**src/rtl/xbar_shift_accum.sv**
```systemverilog
// Shift-and-add accumulator for crossbar bit-slice results, drained one column per cycle.
// Optional OUT_SAT_EN: saturate drained words instead of truncating.
module xbar_shift_accum #(
    parameter int XBAR_SIZE   = 16,
    parameter int IN_BITS     = 16,
    parameter int ACC_BITS    = 32,
    parameter int OUT_BITS    = 16,
    parameter int NUM_SLICES  = 4,
    parameter int SLICE_SHIFT = 4,
    parameter int FRAC_SHIFT  = 8,
    localparam int IDX_W = (XBAR_SIZE > 1) ? $clog2(XBAR_SIZE) : 1,
    localparam int SL_W  = (NUM_SLICES > 1) ? $clog2(NUM_SLICES) : 1
) (
    input  logic                               clk,
    input  logic                               reset,
    input  logic                               clear,
    input  logic                               mvm_done,
    input  logic [XBAR_SIZE-1:0][IN_BITS-1:0]  xbar_out_mem,
    output logic                               busy,
    output logic                               out_valid,
    input  logic                               out_ready,
    output logic [OUT_BITS-1:0]                out_data,
    output logic [IDX_W-1:0]                   out_idx,
    output logic                               out_last,
    output logic                               err_drop
);

    if (IN_BITS + (NUM_SLICES - 1) * SLICE_SHIFT > ACC_BITS) begin : g_acc_chk
        $error("xbar_shift_accum: ACC_BITS too narrow for shifted slices");
    end

    typedef enum logic {ACC, DRAIN} state_t;

    state_t                             state_q, state_d;
    logic [SL_W-1:0]                    slice_q, slice_d;
    logic [IDX_W-1:0]                   idx_q, idx_d;
    logic [XBAR_SIZE-1:0][ACC_BITS-1:0] acc_q, acc_d;
    logic                               err_q, err_d;
    logic                               done_q;
    logic                               ign_q;
    logic                               capture;
    logic                               hshake;
    int                                 shamt;

    always_ff @(posedge clk or negedge reset) begin
        if (!reset) begin
            state_q <= ACC;
            slice_q <= '0;
            idx_q   <= '0;
            acc_q   <= '0;
            err_q   <= 1'b0;
            done_q  <= 1'b0;
            ign_q   <= 1'b0;
        end else begin
            state_q <= state_d;
            slice_q <= slice_d;
            idx_q   <= idx_d;
            acc_q   <= acc_d;
            err_q   <= err_d;
            done_q  <= mvm_done && !clear;
            // a pulse seen while busy must never be captured later in ACC
            ign_q   <= mvm_done && busy && !clear;
        end
    end

    always_comb begin
        state_d = state_q;
        slice_d = slice_q;
        idx_d   = idx_q;
        acc_d   = acc_q;
        err_d   = err_q;
        shamt   = int'(slice_q) * SLICE_SHIFT;
        capture = done_q && !ign_q && (state_q == ACC);
        hshake  = (state_q == DRAIN) && out_ready;
        if (clear) begin
            state_d = ACC;
            slice_d = '0;
            idx_d   = '0;
            acc_d   = '0;
            err_d   = 1'b0;
        end else begin
            if ((state_q == DRAIN) && (mvm_done || done_q)) begin
                err_d = 1'b1;
            end
            unique case (state_q)
                ACC: begin
                    if (capture) begin
                        for (int c = 0; c < XBAR_SIZE; c++) begin
                            acc_d[c] = acc_q[c]
                                     + (ACC_BITS'(xbar_out_mem[c]) << shamt);
                        end
                        if (slice_q == SL_W'(NUM_SLICES - 1)) begin
                            slice_d = '0;
                            idx_d   = '0;
                            state_d = DRAIN;
                        end else begin
                            slice_d = slice_q + SL_W'(1);
                        end
                    end
                end
                DRAIN: begin
                    if (hshake) begin
                        acc_d[idx_q] = '0;
                        idx_d        = idx_q + IDX_W'(1);
                        if (idx_q == IDX_W'(XBAR_SIZE - 1)) begin
                            idx_d   = '0;
                            state_d = ACC;
                        end
                    end
                end
                default: state_d = ACC;
            endcase
        end
    end

    always_comb begin
        busy      = (state_q == DRAIN);
        out_valid = busy;
        out_idx   = busy ? idx_q : '0;
        out_last  = busy && (idx_q == IDX_W'(XBAR_SIZE - 1));
        out_data  = '0;
        if (busy) begin
            out_data = OUT_BITS'(acc_q[idx_q] >> FRAC_SHIFT);
`ifdef OUT_SAT_EN
            if ((acc_q[idx_q] >> (FRAC_SHIFT + OUT_BITS)) != '0) begin
                out_data = '1;
            end
`endif
        end
    end

    assign err_drop = err_q;

endmodule

```
**config.mk**
```make
export PLATFORM = sky130hd
export DESIGN_NAME = xbar_shift_accum
export DESIGN_NICKNAME = d
export VERILOG_FILES = /design/src/rtl/xbar_shift_accum.sv
export SDC_FILE = /design/constraint.sdc
export NUM_CORES = 2
export LEC_CHECK = 0
export CORE_ASPECT_RATIO = 1.25
export CORE_MARGIN = 3
export CORE_UTILIZATION = 35
export DETAILED_ROUTE_END_ITERATION = 8
export GPL_TIMING_DRIVEN = 0
export SYNTH_ARGS = -nofsm -noshare
export SYNTH_HDL_FRONTEND = slang
export SYNTH_SLANG_ARGS = --single-unit
```
**constraint.sdc**
```tcl
create_clock -name clk -period 5.3 [get_ports clk]
set_input_delay 0.795 -clock clk [delete_from_list [all_inputs] [get_ports clk]]
set_output_delay 0.795 -clock clk [all_outputs]
set_load 0.005 [all_outputs]
```
==> impl_metrics.ini <==
[synth]
synth-edff-count = 0
synth_area_um2 = 40300
synth_commonest_cells = 531 x nand2_1, 513 x o21ai_0, 437 x a21oi_1, 394 x dfrtp_1, 373 x ha_1
synthCells = 4835
ys_seq_area_share_pct = 24.5
ys_types = 80
yosys_most_used_dff = dfrtp_1
yosysMostFrequentCell = nand2_1
synthArstFlopShare_pct = 100
avgSynthCellArea_um2 = 8.33
synth_top_area_share_pct = 24.5
ys_ff_latch = 394
synth_warnings = 0
synthTopCellsByArea = dfrtp_1 24%, ha_1 12%, o21ai_0 6.4%
post-synth-top-area-cell = dfrtp_1
synth.net_count = 5485

[place]
dp_hpwl_um = 141000
placed_area_um2 = 45100
pre_cts_slack_ns = -2.74
numPortBuffers = 284
placed_cells = 6596
gp_congestion = 0.985

[worst_setup_path]
cp.arrival_ns = 4.46
worst_r2r_endpoint = acc_q[87]
r2r-start = slice_q[1]
crit_fanout = 10
required_ns = 4.51
ff2ff_path_depth = 16
critPathMaxStageDelay_ns = 0.71
regToRegSetupSlack_ns = 0.07
critPathLaunchType = flip-flop
cp_slowest_cell = clkbuf_1
crit_type = flip-flop to output port
end_kind = output port
cp_common_cell = clkbuf_1
crit_chain = clkbuf_1, clkbuf_1, clkdlybuf4s15_2, clkbuf_1, and2_1, clkdlybuf4s50_1

[finish]
drive_gt1_share_pct = 7.07
fill_cells = 11500
fin_area_um2 = 47200
utilization_pct = 41.5
finalNonFillerCells = 6691
area_delta_synth_final_pct = 17.2
nets = 5828

[min_path]
min_path_type = primary input to asynchronous set/reset pin

[global_routing]
antenna_found_initial = 4
grt_max_degree = 106
grt_pass1_vias = 39100
track_usage_pct = 29.1
gr-total-overflow = 0
grt_pass1_wl_um = 256000

[timing]
finalHoldViolCount = 0
drv_slew = 11
timing.hold.ws_ns = 0.0451
rsz0062_at_grt = false
slew_headroom_pct = -3.75
period_share_pct = 99.2
max_freq_mhz = 190
setup_tns_ns = 0
setup_ws_ns = 0.0441
post-route-min-period_ns = 5.26
tightest_slew_ns = 1.56
skew_ns = 0.0355
finalSetupViolCount = 0

[drt]
drt_iter0_markers = 3501
wl_per_cell_um = 26.6
firstDrtPassIters = 6
vias_per_cell = 6.01
routed_wl_um = 178000
vias = 40200
antenna_left = 0
drc = 0

[power_and_ir_drop]
power_density_nw_per_um2 = 419
leakagePower_nw = 21.1
irDropWorstVdd_mv = 0.217
power.total_mw = 19.8

[clock_tree]
cts-htree-levels = 2
cts_sinks = 394
clk_pin_slew_ns = 0.06
cts_tree = built
worstSkewPairLatency_ns = 0.66
cts_max_path_buffers = 3
cts_buffers = 51
cts_root_buffer = clkbuf_16

[floorplanning]
die_width_um = 309
initial_core_util_pct = 35.4
ios = 285
die_area_um2 = 119000
core-area_um2 = 114000
rows = 138
fp.dieH_um = 385

[run]
maxCapViolCount = 2

[run_status]
outcome = complete, but fails checks
violations = max-capacitance violations, max-slew violations
## timing repair
| action | in CTS | in global routing |
|---|---|---|
| buffers inserted | 0 | 1 |
| setup endpoints to repair | 330 | 49 |
| hold buffers | 0 | 0 |
| pin swaps | 0 | 1 |
| gates resized for setup | 80 | 38 |
## worst max path at each step
stage | endpoint | slack [ns] | start
floorplan | acc_q[87] | 0.72 | slice_q[0]
global placement | acc_q[129] | -16.62 | reset
detailed placement | acc_q[471] | -2.74 | slice_q[0]
CTS | acc_q[471] | 0.01 | slice_q[0]
global route | acc_q[180] | 0.009 | slice_q[1]
finish | out_data[14] | 0.04 | busy
## sequential cells by signal (all words and copies together) (netlist names)
name and cells:
done_q 1, busy 1, idx_q 4, acc_q 384, slice_q 2, ign_q 1
err_drop 1
## layout by cell type, fill, tap and decap left out, types with 40 or more instances in the layout
cell type / synthesis / routed
clkdlybuf4s50_1: 0 / 283
nand2b_1: 81 / 81
and2_1: 90 / 90
nand3_1: 61 / 61
a21oi_1: 437 / 436
mux4_2: 80 / 80
o21a_1: 40 / 40
nand2_1: 531 / 531
a22o_1: 141 / 141
inv_1: 136 / 136
nor2b_1: 97 / 97
ha_1: 373 / 373
o21ai_0: 513 / 513
xnor2_1: 163 / 163
xor2_1: 126 / 126
clkbuf_16: 0 / 51
dfrtp_1: 394 / 393
nor2_1: 333 / 331
a21o_1: 172 / 172
clkbuf_1: 191 / 152
nor3_1: 53 / 52
mux2_2: 81 / 81
mux2i_1: 190 / 190
a31oi_1: 41 / 40
## worst max-delay path: cells and delay by family (launching register included)
kind / cells / cell delay (ns)
buffers and inverters: 5 / 2.75
flip-flops: 1 / 0.61
AND/OR/NAND/NOR: 1 / 0.40
## metal layers
metal / part of all wire, % / wire length (um) / GRT usage (%) / up-vias
met2: 47 / 83100 / 48.3 / 1746
met3: 8.2 / 14700 / 6.45 / 441
met1: 38 / 68100 / 34.3 / 19600
met5: 0.030 / 54 / 0 / -
met4: 6.9 / 12400 / 17.2 / 4
li1: - / - / - / 18400
## logic make-up (layout without fill, tap and decap cells)
kind of cell | after synthesis | after routing | share of synthesized area [%]
AO/OA/AOI/OAI | 1634 | 1634 | 25.4
AND/OR/NAND/NOR | 1408 | 1408 | 16.4
flip-flops | 394 | 394 | 24.5
adder cells (fa/ha/maj) | 389 | 389 | 12.4
buffers and inverters | 370 | 754 | 3.49
multiplexers | 351 | 351 | 11.5
XOR/XNOR | 289 | 289 | 6.29
other | 0 | 2 | 0
## final cells by class
class / count / area [um^2] / area share (%)
Timing Repair Buffer: 292 / 3000 / 6.36
Buffer: 231 / 1070 / 2.27
Inverter: 137 / 514 / 1.09
Tap cell: 1470 / 1840 / 3.90
Clock buffer: 66 / 1430 / 3.04
Multi-Input combinational cell: 4071 / 29100 / 61.6
Antenna cell: 2 / 5.00 / 0.0106
Clock inverter: 28 / 415 / 0.880
Sequential cell: 394 / 9860 / 20.9
## power breakdown
part           leakage (nW)  switching [mW]  internal, mW
sequential             5.16            1.10          3.96
combinational          15.0            6.13          4.57
clock                 0.918            1.63          2.39
(Power assumes the default switching activity.)
